## config.mk

```make
export PLATFORM = sky130hd
export DESIGN_NAME = lm32_dtlb_walker
export DESIGN_NICKNAME = d
export VERILOG_FILES = /design/src/rtl/lm32_dtlb_walker_pkg.sv /design/src/rtl/lm32_dtlb_walker.sv
export SDC_FILE = /design/constraint.sdc
export NUM_CORES = 1
export LEC_CHECK = 0
export CAP_MARGIN = 20
export CELL_PAD_IN_SITES_DETAIL_PLACEMENT = 1
export CELL_PAD_IN_SITES_GLOBAL_PLACEMENT = 2
export CORE_AREA = 2 2 161 163
export CTS_CLUSTER_DIAMETER = 30
export DETAILED_ROUTE_END_ITERATION = 12
export DIE_AREA = 0 0 163 165
export GPL_ROUTABILITY_DRIVEN = 1
export PLACE_DENSITY = 0.85
export SYNTH_ARGS = -nofsm -noshare
export SYNTH_HDL_FRONTEND = slang
export SYNTH_SLANG_ARGS = --single-unit
```

## constraint.sdc

```tcl
create_clock -name clk_i -period 2.67 [get_ports clk_i]
set_clock_uncertainty 0.05 [all_clocks]
set_input_delay 0.6675 -clock clk_i [delete_from_list [all_inputs] [get_ports clk_i]]
set_output_delay 0.6675 -clock clk_i [all_outputs]
set_load 0.005 [all_outputs]
```

## src/rtl/lm32_dtlb_walker_pkg.sv

```systemverilog
// Shared definitions for the LM32 data TLB refill walker.
// Provides the CSR index of the page-table base register, the PTE/PDE valid bit
// position and the walker state encoding.
package lm32_dtlb_walker_pkg;

  localparam int unsigned CsrRng = 5;

  localparam logic [CsrRng-1:0] Lm32CsrPtbr = 5'h14;

  // Bit that marks a directory or table entry as present.
  localparam int unsigned Lm32PteValidBit = 0;

  typedef enum logic [2:0] {
    StIdle   = 3'd0,
    StL1     = 3'd1,
    StL2     = 3'd2,
    StUpdate = 3'd3,
    StFault  = 3'd4
  } walk_state_e;

endpackage

```

## src/rtl/lm32_dtlb_walker.sv

```systemverilog
// Hardware refill engine for the LM32 data TLB.
// On a DTLB miss it walks a two-level page table over a Wishbone classic read
// master and emits a one-cycle vaddr/paddr update strobe for the DTLB.
//
// Ports:
//   clk_i, rst_i            clock, asynchronous active-low reset
//   enable                  walker enable (MMU on)
//   miss_req, miss_vaddr    DTLB miss request (level) and faulting address
//   abort                   cancel a walk in progress (exception/flush)
//   csr, csr_write_data,
//   csr_write_enable        CSR access port; csr_read_data returns the PTBR
//   busy                    walk in progress
//   tlb_update_*            one-cycle DTLB entry write
//   walk_done, walk_fault   one-cycle completion pulses; fault_addr holds last fault vaddr
//   m_*                     Wishbone classic read master
module lm32_dtlb_walker
  import lm32_dtlb_walker_pkg::*;
#(
  parameter int unsigned page_size = 4096,
  parameter int unsigned l1_bits   = 10
) (
  input  logic              clk_i,
  input  logic              rst_i,
  input  logic              enable,
  input  logic              miss_req,
  input  logic [31:0]       miss_vaddr,
  input  logic              abort,
  input  logic [CsrRng-1:0] csr,
  input  logic [31:0]       csr_write_data,
  input  logic              csr_write_enable,
  output logic [31:0]       csr_read_data,
  output logic              busy,
  output logic              tlb_update_stb,
  output logic [31:0]       tlb_update_vaddr,
  output logic [31:0]       tlb_update_paddr,
  output logic              walk_done,
  output logic              walk_fault,
  output logic [31:0]       fault_addr,
  output logic              m_cyc_o,
  output logic              m_stb_o,
  output logic [31:0]       m_adr_o,
  output logic [3:0]        m_sel_o,
  output logic              m_we_o,
  input  logic [31:0]       m_dat_i,
  input  logic              m_ack_i,
  input  logic              m_err_i
);

  localparam int unsigned Offset = $clog2(page_size);
  localparam int unsigned L2Bits = 32 - Offset - l1_bits;
  localparam int unsigned PfnW   = 32 - Offset;

  walk_state_e     state_q, state_d;
  logic [31:0]     vaddr_q, vaddr_d;
  logic [PfnW-1:0] base_q, base_d;   // PTBR snapshot taken when the walk starts
  logic [PfnW-1:0] pde_q, pde_d;
  logic [PfnW-1:0] pte_q, pte_d;
  logic [PfnW-1:0] ptbr_q, ptbr_d;
  logic [31:0]     fault_addr_q, fault_addr_d;
  logic            abort_q, abort_d; // abort seen while a bus cycle is in flight

  logic bus_done;
  logic entry_ok;
  logic [31:0] l1_adr;
  logic [31:0] l2_adr;

  logic unused_bits;
  assign unused_bits = ^{m_dat_i[Offset-1:1], csr_write_data[Offset-1:0]};

  assign bus_done = m_ack_i | m_err_i;
  // An error wins over a simultaneous ack.
  assign entry_ok = m_ack_i & ~m_err_i & m_dat_i[Lm32PteValidBit];

  assign l1_adr = {base_q, {Offset{1'b0}}}
                + {{(30 - l1_bits){1'b0}}, vaddr_q[31 -: l1_bits], 2'b00};
  // A second-level table occupies exactly one page, so L2Bits + 2 == Offset.
  assign l2_adr = {pde_q, vaddr_q[Offset +: L2Bits], 2'b00};

  // CSR: PTBR is page aligned; a write mid-walk only affects the next walk.
  always_comb begin
    ptbr_d = ptbr_q;
    if (csr_write_enable && (csr == Lm32CsrPtbr)) begin
      ptbr_d = csr_write_data[31:Offset];
    end
  end

  assign csr_read_data = (csr == Lm32CsrPtbr) ? {ptbr_q, {Offset{1'b0}}} : 32'h0;

  always_comb begin
    state_d      = state_q;
    vaddr_d      = vaddr_q;
    base_d       = base_q;
    pde_d        = pde_q;
    pte_d        = pte_q;
    fault_addr_d = fault_addr_q;
    abort_d      = abort_q;

    unique case (state_q)
      StIdle: begin
        if (enable && miss_req && !abort) begin
          vaddr_d = miss_vaddr;
          base_d  = ptbr_q;
          abort_d = 1'b0;
          state_d = StL1;
        end
      end
      StL1: begin
        if (bus_done) begin
          if (abort || abort_q) begin
            state_d = StIdle;
          end else if (entry_ok) begin
            pde_d   = m_dat_i[31:Offset];
            state_d = StL2;
          end else begin
            state_d = StFault;
          end
        end else if (abort) begin
          abort_d = 1'b1;
        end
      end
      StL2: begin
        if (bus_done) begin
          if (abort || abort_q) begin
            state_d = StIdle;
          end else if (entry_ok) begin
            pte_d   = m_dat_i[31:Offset];
            state_d = StUpdate;
          end else begin
            state_d = StFault;
          end
        end else if (abort) begin
          abort_d = 1'b1;
        end
      end
      StUpdate: begin
        state_d = StIdle;
      end
      StFault: begin
        fault_addr_d = vaddr_q;
        state_d      = StIdle;
      end
      default: begin
        state_d = StIdle;
      end
    endcase
  end

  always_ff @(posedge clk_i or negedge rst_i) begin
    if (!rst_i) begin
      state_q      <= StIdle;
      vaddr_q      <= 32'h0;
      base_q       <= '0;
      pde_q        <= '0;
      pte_q        <= '0;
      ptbr_q       <= '0;
      fault_addr_q <= 32'h0;
      abort_q      <= 1'b0;
    end else begin
      state_q      <= state_d;
      vaddr_q      <= vaddr_d;
      base_q       <= base_d;
      pde_q        <= pde_d;
      pte_q        <= pte_d;
      ptbr_q       <= ptbr_d;
      fault_addr_q <= fault_addr_d;
      abort_q      <= abort_d;
    end
  end

  // Outputs decode directly from state so an async reset drops cyc/stb at once.
  always_comb begin
    busy             = (state_q != StIdle);
    m_cyc_o          = 1'b0;
    m_stb_o          = 1'b0;
    m_adr_o          = 32'h0;
    tlb_update_stb   = 1'b0;
    tlb_update_vaddr = 32'h0;
    tlb_update_paddr = 32'h0;
    walk_done        = 1'b0;
    walk_fault       = 1'b0;
    unique case (state_q)
      StL1: begin
        m_cyc_o = 1'b1;
        m_stb_o = 1'b1;
        m_adr_o = l1_adr;
      end
      StL2: begin
        m_cyc_o = 1'b1;
        m_stb_o = 1'b1;
        m_adr_o = l2_adr;
      end
      StUpdate: begin
        tlb_update_stb   = 1'b1;
        walk_done        = 1'b1;
        tlb_update_vaddr = {vaddr_q[31:Offset], {Offset{1'b0}}};
        tlb_update_paddr = {pte_q, {Offset{1'b0}}};
      end
      StFault: begin
        walk_fault = 1'b1;
      end
      default: ;
    endcase
  end

  assign fault_addr = fault_addr_q;
  assign m_sel_o    = 4'hf;
  assign m_we_o     = 1'b0;

endmodule
```

==> summary.txt, run 1 <==
CTS
  • Latest clock arrival within the worst-skew pair: 420 ps
  • TritonCTS Buffers: 17
  • Hold_buf cts: 0
  • CTS tree: built
  • CTS Root Cell: clkbuf_16
  • Clk slew on worst S/H paths: approximately 70 ps
  • # H-tree levels: 4
  • Sink Count: ~150
  • Clk buf depth: 2

Synthesis
  • Count of cell types in the netlist: 30
  • Seq/Total Area, Yosys: approximately 56%
  • Post-synth top area share: between 50% and 60%
  • Ys Warns: 0
  • Mapped Area: around 0.0067 mm²
  • Yosys top cell by area: dfrtp_1
  • Synthesized flop and latch total: around 150
  • Synth area leaders: dfrtp_1 (56%), mux2_2 (21%), and2_1 (5.6%)
  • Mapped Cells: just under 500
  • Mapped Avg Cell Area: 13.7 µm²

Global routing
  • Met3 usage: about 3.0%
  • Largest net degree at the start of global routing: 72
  • Vias in the first global route: 4855
  • Grt met2 use: around a quarter
  • First-pass GRT wire length: 30200 µm
  • Gr busiest metal: met2
  • Initial antenna violation count: 0
  • Congestion Overflow GR: 0
  • Met1 Use GR: 19.4%
  • Total global routing track utilization: roughly 15%

Critical path
  • Worst setup path end: csr_read_data[20]
  • CP max stage delay: 260 ps
  • Cell mode on critical path: buf_4
  • Critical path arrival: 1880 ps
  • Critical Path RT: 1950 ps
  • Worst Reg2Reg Path Length in Cells: 6
  • R2r endpoint: base_q[2]
  • Reg2reg setup slack: approximately 470 ps
  • Worst r2r src: state_q[1]
  • Slowest-stage cell, CP: nor4_4
  • WS Path Type: in2out
  • Startpoint Class: primary input
  • Crit Path Max Fanout: 4
  • CP Launch Point: csr[0]
  • Crit-path cells: clkdlybuf4s15_1 -> nor4_4 -> buf_4 -> buf_6 -> buf_4 -> and2_1 -> dlygate4sd2_1
  • Setup crit end kind: primary output

STA
  • Peak Freq: 0.384 GHz
  • Final setup TNS: 0 ps
  • Fin. Hold Viols: 0
  • Slew Limit Fails: 0
  • Min Hold Slack: 39.6 ps
  • Final setup viols: 0
  • Final period util: between 90% and 100%
  • RSZ-0062 raised after global routing: no
  • Final worst path period need: about 2600 ps

Detailed routing
  • Antenna viol nets, final: 0
  • Initial detailed-routing violation count: approximately 160
  • Vias: 4570
  • Per-cell routed wire length: 18.9 µm
  • Final WL: around 20000 µm
  • DRC Markers: 0
  • TritonRoute pass-1 iters: 4
  • Vias per cell: between 4 and 5

Floorplanning
  • Die Wd: about 160 µm
  • Initial core utilization: between 20% and 30%
  • Core area: 0.0250 mm²
  • FP Rows: 58
  • Io pins: 280
  • Die Y: 165 µm
  • Area of the die: 0.0269 mm²

Layout
  • Finished Core Util: 39.4%
  • Fill cells: approximately 2700
  • Number of antenna cells inserted: 0
  • Layout cells sized above 1: 29.9%
  • Area grow syn2layout: 47.7%
  • Fin cells: 1068
  • Final non-filler cell area: 0.00985 mm²
  • Nets: roughly 830

Worst hold path
  • Worst hold path class: in2async

Power and ir drop
  • Pwr/cell area: 710 mW/mm²
  • P_leak: 4.77 nW
  • Psw: around 1.9 mW
  • Worst vdd ir: approximately 0.00042 V
  • Logic pwr share: between 20 and 25%
  • Seq pwr share: 45.3%
  • Clock power frac: 34.1%
  • P_int: 5.10 mW
  • Sw frac: 27.1%

Placement
  • Post-placement cell area: 0.00915 mm²
  • # port buffers: 213
  • DP Cell Count: 1017
  • DP HPWL: approximately 14000 µm
  • Gpl congestion: 0.756

Run
  • Max_cap viols: 0

Status
  • Status: complete, no violations
-- power groups by stage --
stage | Combinational (mW) | Clock (mW) | Sequential [mW]
finish | 1.44 | 2.38 | 3.17
global route | 1.57 | 2.57 | 3.26
CTS | 1.48 | 2.47 | 3.18
detailed placement | 1.48 | 0 | 3.21
global placement | 1.43 | 0 | 3.18
floorplan | 0.635 | 0 | 3.09
-- cells in the final DEF, fill, tap and decap left out, drive strengths merged, types with 2 or more instances in the layout --
| master | instances |
|---|---|
| buf | 44 |
| nand4 | 2 |
| and2 | 60 |
| clkdlybuf4s50 | 111 |
| conb | 43 |
| dfrtp | 148 |
| nand2 | 4 |
| nor2 | 4 |
| nor2b | 2 |
| clkbuf | 23 |
| clkinvlp | 3 |
| nor3 | 3 |
| dlygate4sd2 | 81 |
| a22o | 30 |
| inv | 11 |
| nor3b | 3 |
| clkdlybuf4s15 | 9 |
| mux2 | 144 |
-- synthesized netlist by cell type --
library cell / count
o32ai_1: 1
buf_4: 45
mux2_2: 122
mux2_1: 22
nor2_1: 4
o31ai_1: 1
a21oi_1: 1
dfrtp_1: 148
inv_1: 1
a22o_1: 30
buf_6: 5
nand4_1: 2
nor3_1: 2
and2_1: 60
nor3b_2: 3
and3b_1: 1
nor3_4: 1
a211oi_1: 1
conb_1: 2
nand2_1: 4
o21ai_0: 1
buf_1: 2
nand4b_1: 1
xnor2_1: 1
a32oi_1: 1
nor2b_1: 2
or3_4: 1
buf_2: 6
clkbuf_1: 16
nor4_1: 1
-- logic make-up after synthesis --
logic type / after synthesis / synth area share [%]
other: 2 / 0.113
buffers and inverters: 75 / 7.43
AOI/OAI and AO/OA: 36 / 4.58
DFF: 148 / 55.5
xor gates and xnor gates: 1 / 0.131
and+or+nand+nor: 82 / 7.93
muxes: 144 / 24.3
-- registers in the layout, indices dropped and copies added (netlist names) --
register	count
abort_q	1
base_q	20
fault_addr	32
pde_q	20
ptbr_q	20
pte_q	20
state_q	3
vaddr_q	32
-- critical path: cells and delay by family --
family,cells,cell delay (ps)
buf+inv,5,830
simple gates,2,380
-- how the worst min path moves through the flow --
stage | end | slack (ps) | cells after the start
6_report | pte_q[9] | 40 | 1
3_3_place_gp | vaddr_q[1] | 410 | 1
2_1_floorplan | abort_q | 320 | 0
5_1_grt | pte_q[15] | 30 | 1
4_1_cts | pte_q[9] | 30 | 1
3_5_place_dp | base_q[9] | 430 | 1
-- repair_timing --
item | in CTS | in global routing
cloned | 6 | 0
setup buffers | 15 | 0
resized for setup | 145 | 19
pin swaps | 5 | 1
endpoints found under the setup margin | 96 | 20
-- metrics by stage --
step	setup WS (ps)	power (mW)
after floorplan	603	3.73
after global placement	-342	4.61
after detailed placement	-365	4.69
after CTS	7.91	7.13
after global routing	10.3	7.40
final	68.7	7.00
-- routing by layer --
metal	up-vias	routed length (µm)
met5	-	0
met4	0	573
met3	25	781
met2	131	10100
met1	2321	8730
li1	2093	-
-- layout make-up --
type | instances | area, µm² | area share (%)
flip-flops and latches | 148 | 3710 | 37.6
inverters | 1 | 3.75 | 0.0381
multi-input cells | 306 | 2680 | 27.2
clock inverters | 15 | 159 | 1.61
well taps | 330 | 413 | 4.19
repair buffers | 251 | 2470 | 25.0
clock buffers | 17 | 425 | 4.32
No activity file was read; power rests on OpenSTA's default activity.
==> inputs of run 2 (changes only) <==
--- a/config.mk
+++ b/config.mk
@@ -5,7 +5,7 @@
 export SDC_FILE = /design/constraint.sdc
 export NUM_CORES = 1
 export LEC_CHECK = 0
-export CAP_MARGIN = 20
+export CAP_MARGIN = 30
 export CELL_PAD_IN_SITES_DETAIL_PLACEMENT = 1
 export CELL_PAD_IN_SITES_GLOBAL_PLACEMENT = 2
 export CORE_AREA = 2 2 161 163
@@ -13,6 +13,7 @@
 export DETAILED_ROUTE_END_ITERATION = 12
 export DIE_AREA = 0 0 163 165
 export GPL_ROUTABILITY_DRIVEN = 1
+export GPL_TIMING_DRIVEN = 1
 export PLACE_DENSITY = 0.85
 export SYNTH_ARGS = -nofsm -noshare
 export SYNTH_HDL_FRONTEND = slang
==> results of run 2 <==
The final DEF is identical to that of run 1; final timing and power are the same.
